--- config.mk ---
export PLATFORM = sky130hd
export DESIGN_NAME = half_amp_stream
export DESIGN_NICKNAME = d
export VERILOG_FILES = /design/src/rtl/half_amp_stream.sv
export SDC_FILE = /design/constraint.sdc
export NUM_CORES = 1
export LEC_CHECK = 0
export ABC_AREA = 1
export CAP_MARGIN = 20
export CORE_MARGIN = 2
export CORE_UTILIZATION = 45
export DETAILED_ROUTE_END_ITERATION = 8
export PLACE_DENSITY = 0.83
export SYNTH_ARGS = -nofsm -noshare
export SYNTH_HDL_FRONTEND = slang
export SYNTH_SLANG_ARGS = --single-unit
--- constraint.sdc ---
create_clock -name clk_i -period 1.3 [get_ports clk_i]
set_input_delay 0.26 -clock clk_i [delete_from_list [all_inputs] [get_ports clk_i]]
set_output_delay 0.26 -clock clk_i [all_outputs]
set_load 0.02 [all_outputs]
--- src/rtl/half_amp_stream.sv ---
// Two-stage AXI-Stream sample scaler: halves each signed sample with round-half-up,
// or passes it through unchanged, and counts completed output handshakes.
module half_amp_stream #(
    parameter int DW = 14,
    parameter int CW = 32
) (
    input  logic          clk_i,
    input  logic          rst_i,
    input  logic [DW-1:0] s_axis_tdata_i,
    input  logic          s_axis_tvalid_i,
    output logic          s_axis_tready_o,
    output logic [DW-1:0] m_axis_tdata_o,
    output logic          m_axis_tvalid_o,
    input  logic          m_axis_tready_i,
    input  logic          bypass_i,
    input  logic          clr_i,
    output logic [CW-1:0] sample_cnt_o
);

    logic          v1;
    logic          v2;
    logic [DW-1:0] d1;
    logic [DW-1:0] d2;
    logic [CW-1:0] cnt;
    logic          s1_load;
    logic          s2_load;
    logic [DW:0]   sum;
    logic [DW-1:0] scaled;

    always_comb begin
        s2_load = !v2 || m_axis_tready_i;
        s1_load = !v1 || s2_load;
        // One extra bit keeps (in + 1) exact; dropping bit 0 is the arithmetic shift.
        sum     = {s_axis_tdata_i[DW-1], s_axis_tdata_i} + (DW+1)'(1);
        scaled  = bypass_i ? s_axis_tdata_i : sum[DW:1];
    end

    always_ff @(posedge clk_i) begin
        if (rst_i) begin
            v1  <= 1'b0;
            v2  <= 1'b0;
            d1  <= '0;
            d2  <= '0;
            cnt <= '0;
        end else begin
            if (s2_load) begin
                v2 <= v1;
                if (v1) begin
                    d2 <= d1;
                end
            end
            if (s1_load) begin
                v1 <= s_axis_tvalid_i;
                if (s_axis_tvalid_i) begin
                    d1 <= scaled;
                end
            end
            if (clr_i) begin
                cnt <= '0;
            end else if (v2 && m_axis_tready_i) begin
                cnt <= cnt + CW'(1);
            end
        end
    end

    assign s_axis_tready_o = !v1 || !v2 || m_axis_tready_i;
    assign m_axis_tvalid_o = v2;
    assign m_axis_tdata_o  = d2;
    assign sample_cnt_o    = cnt;

endmodule

== Yosys cells after proc, flatten, opt, wreduce, memory -nomap -nowiden ==
Cells that the tools add are included.
Word-level totals
  input port bits: 20
  memories kept: 0
  bits in latches: 0
  bits in read-only memories: 0
  output and inout bits: 48
  memory bits (writable): 0
  word-level logic and storage cells: 18
  register bits after elaboration: 62
Operators by class
  multiply operators: 0
  equal/unequal tests: 0
  bitwise operators: 0
  reduce and logical (&&, ||, !) cells: 10
  div/mod/pow operators: 0
  $add $sub $neg: 2
  order comparisons: 0
  mux-type cells: 1
  shifts and indexed selects: 0
Operator list (count)
  adder 32 x 1 -> 32 bit (second input constant): 1
  adder 14 x 2 -> 15 bit (second input constant): 1
  2-to-1 mux 14 bit: 1
  logical OR 1 bit: 4
  AND reduction 2 bit: 2
  zero test 1 bit: 2
  OR reduction 2 bit: 1
  logical AND 1 bit: 1

== Longest topological paths before layout ==
  word-level depth: 4
  depth in mapped cells: 10
  depth with buffers taken out: 10

== Least setup slack after synthesis ==
OpenSTA, ideal clock, no wires.
  kind: register to register
  start: register v2, in the netlist m_axis_tvalid_o
  end: register d1[9]
  library setup time: 0.117 ns
  stages on the path, launching flop included: 7
  period minus slack after synthesis: 1.564 ns
  buffers on the path: 1
  path slack: -0.264 ns
  arrival: 1.447 ns
  data required time: 1.183 ns
  cell sequence: dfxtp_1 nand3_1 nand2_1 inv_1 buf_2 o21ai_0 nor2_1
On the way
  word-level cells in the longest chain between the ends: 4
RTL lines
  start: declaration: line 21  | logic v2;
  start signal: assignment: line 47  | v2 <= v1;
  zero test 1 bit: line 31  | s2_load = !v2 || m_axis_tready_i;
  logical OR 1 bit: line 31
  logical OR 1 bit: line 32  | s1_load = !v1 || s2_load;
  AND reduction 2 bit (no source line)
  end signal: assignment: line 55  | d1 <= scaled;
  end: declaration: line 22  | logic [DW-1:0] d1;
Every way passes these cells.
A chain may end at the register's enable or synchronous reset.

== Worst setup path after layout ==
  start: register cnt[1], in the netlist sample_cnt_o[1]
  end: register cnt[6], in the netlist sample_cnt_o[6]
On the way
  word-level cells in the longest chain between the ends: 1
RTL lines
  start: declaration: line 24  | logic [CW-1:0] cnt;
  start signal: assignment: line 61  | cnt <= cnt + CW'(1);
  adder 32 x 1 -> 32 bit: line 61
Every way passes these cells.

==> metrics.md <==
| Metric | Value |
|---|---|
| Congestion Overflow GR | `0` |
| Critical Path AT | `1.71 ns` |
| Overall power consumption | `0.004589 W` |
| Die height | `86.92 um` |
| Power Dens Cells | `914.7 nW/um^2` |
| CP startpoint kind | `flip-flop` |
| Final Skew | `0.006778 ns` |
| Largest family of logic cells by synthesized area | `simple AND/OR/NAND/NOR gates` |
| Slew Limit Fails | `0` |
| DR vias/cell | `5.376` |
| Synth-to-Final Area Change | `62.15%` |
| Post-route ant nets | `0` |
| Die ar. | `7555 sq um` |
| Detailed Place HPWL | `6785 um` |
| Setup Slack @ Placement | `-0.5210 ns` |
| Clock Latency Late Sink | `0.33 ns` |
| GRT Total Usage | `26.88%` |
| RSZ-0062 raised after global routing | `yes` |
| Area leader, netlist | `dfxtp_1` |
| Yosys warning total | `0` |
| Max Clk Rate | `0.6722 GHz` |
| CTS clk-pin slew, worst paths | `0.07 ns` |
| WL final | `10410 um` |
| Num CTS Buffers | `9` |
| Synth Net Count | `473` |
| Die Width | `86.92 um` |
| Vias in the first global route | `3559` |
| Endpoint class of the critical path | `flip-flop` |
| Top cell type's share of synthesized area | `40.11%` |
| Final cycle utilization of the critical path | `114.4%` |
| GPL Wtd Cong | `0.8683` |
| # diodes | `0` |
| Min Tclk post-route | `1.488 ns` |
| Slowest stage delay, CP | `0.38 ns` |
| Failing checks | `negative setup slack` |
| Htree depth | `3` |
| Reg2reg start | `sample_cnt_o[1]` |
| Max FO, Critical Path | `3` |
| Final worst slack | `-0.1877 ns` |
| Synth Area in Adders | `0.8087%` |
| Yosys cell types | `32` |
| DRC Markers | `0` |
| Final hold vios | `0` |
| Nets | `633` |
| Mapped cell area | `3094 sq um` |
| Synth area leaders | `dfxtp_1 40%, nand2_1 12%, nor2_1 11%, a21oi_1 6.6%, o21ai_0 5.5%` |
| Area after DPL | `4442 sq um` |
| Slew headroom | `73.56%` |
| DR WL/cell | `14.95 um` |
| # rows | `30` |
| Worst Setup SP | `sample_cnt_o[1]` |
| Worst Hold Class | `in -> reg` |
| Max clock buf depth | `2` |
| Drt first pass iters | `5` |
| Status | `complete, but fails checks` |
| Post-synthesis xor/xnor area fraction | `3.114%` |
| Hold Path Origin | `s_axis_tdata_i[5]` |
| First-pass GRT wire length | `16010 um` |
| Simple-gate area share of the yosys netlist | `35.91%` |
| CP cell instances | `ha_4 -> inv_4 -> nor2_4 -> nand3b_1 -> buf_4 -> o21ai_0 -> a21oi_1` |
| Clock Sink Count | `62` |
| IO Count | `68` |
| Worst Path Required | `1.52 ns` |
| Sequential share of the synthesized area | `40.11%` |
| Setup_tns | `-1.931 ns` |
| Root buffer cell | `clkbuf_8` |
| Layout cells sized above 1 | `38.96%` |
| Initial antenna violation count | `0` |
| Multiplexer share of the synthesized area | `0%` |
| Syn Inst Count | `451` |
| Iteration-0 DRC Markers | `210` |
| CP Class | `reg -> reg` |
| Largest net degree at the start of global routing | `22` |
| Core Util, Final | `74.67%` |
| Setup violators final | `21` |
| Max-Cap Viols | `0` |
| Synthesized flop and latch total | `62` |
| CTS tree | `yes` |
| Via count | `3742` |
| Worst vdd ir | `496.3 uV` |
| Core area | `6719 sq um` |
| IO buf count | `67` |
| Worst-Margin Slew | `0.3944 ns` |
| Compound-Gate Fraction of Synth Area | `13.51%` |
| Initial Utilization | `46.05%` |
| Leak | `2.170 nW` |
| Mean Syn Cell Area | `6.861 sq um` |
| Slowest CP cell | `dfxtp_4` |
| Fin area | `5017 sq um` |
repair_timing:
action / 4_1_cts / 5_1_grt
setup buffers: 9 / 10
pin swaps: 22 / 27
gates resized for setup: 140 / 84
hold buffers: 0 / 0
gates cloned: 0 / 0
endpoints found under the setup margin: 80 / 71
area by class of cell:
type	instances	area, sq um
flip-flops and latches	62	1299
clock buffers	14	183.9
repair buffers	161	1313
inverters	38	145.1
fillers	445	1702
well taps	80	100.1
clock inverters	2	60.06
multi-input cells	339	1917
cell families (layout without fill, tap and decap cells):
group           Yosys count  after routing
simple gates            245            245
flops                    62             62
compound gates           81             81
buf+inv                  50            215
fa+ha+maj                 2              2
xor+xnor                 11             11
routing by layer:
metal  routed length [um]  vias up  track usage (%)
met1                 3958     1763            30.46
met4                  320        0            10.51
li1                     -     1782                -
met5                    0        -                0
met2                 5518      160            48.99
met3                  609       37            5.498
cells in the final DEF (no fill, tap or decap), drive strengths merged, types with 3 or more instances in the layout:
cell | netlist | final
dlymetal6s2s | 0 | 5
xnor2 | 4 | 4
dfxtp | 62 | 62
dlygate4sd2 | 0 | 7
nor2 | 99 | 99
buf | 5 | 94
clkbuf | 7 | 39
nor3 | 7 | 7
o21a | 3 | 3
nand2 | 102 | 102
a21oi | 41 | 41
xor2 | 7 | 7
clkdlybuf4s15 | 0 | 22
clkdlybuf4s50 | 0 | 8
o21ai | 34 | 34
nand4 | 7 | 7
inv | 38 | 38
nand3 | 25 | 25
per-stage QoR:
stage               hold WS, ns  cells
CTS                      0.4521    686
detailed placement       0.4528    661
floorplan                0.4026    451
global placement         0.4484    661
finish                   0.4224    696
global route             0.4313    696
registers in the layout, summed over array words and instances, names as in the netlist:
signal           count
m_axis_tvalid_o      1
d1                  14
m_axis_tdata_o      14
v1                   1
sample_cnt_o        32
worst max-delay path: cells and delay by family, from the launching register on:
family | cells | cell delay (ns)
AOI/OAI and AO/OA | 2 | 0.30
adders and majority gates | 1 | 0.16
and+or+nand+nor | 2 | 0.30
buffers and inverters | 2 | 0.23
DFF | 1 | 0.38
final timing paths:
kind / cells past startpoint / slack [ns] / end
worst max-delay path: 7 / -0.19 / sample_cnt_o[6]
worst max register to register: 7 / -0.19 / sample_cnt_o[6]
worst min register to register: 2 / 0.46 / d1[12]
worst min-delay path: 4 / 0.42 / d1[5]
synth_stat cells:
library cell and count:
inv_2 1, dfxtp_1 62, and2_1 1, nor3_1 6
xor2_1 7, nand4_2 2, o21bai_1 1, buf_1 1
clkbuf_8 1, nand4_1 5, nor3_4 1, nand3b_1 1
nand3_1 24, and2_2 1, nor3b_1 1, nor2_2 4
nor2_4 7, o21ai_0 34, nor2_1 88, a21oi_1 41
buf_2 4, clkbuf_1 6, nand2_1 96, nand3_2 1
inv_1 37, ha_1 2, o21a_1 3, a31oi_1 2
nor3b_2 1, xnor2_1 4, nand2_2 5, nand2_4 1
power breakdown:
part           switching (W)  leakage, nW  total [W]  internal (W)
registers          0.0000405        0.521    0.00199       0.00195
clock network       0.000732        0.122    0.00204       0.00130
logic               0.000306         1.53   0.000567      0.000262
total                0.00108         2.17    0.00459       0.00351
Note: power is estimated with default switching activity, not from simulation.
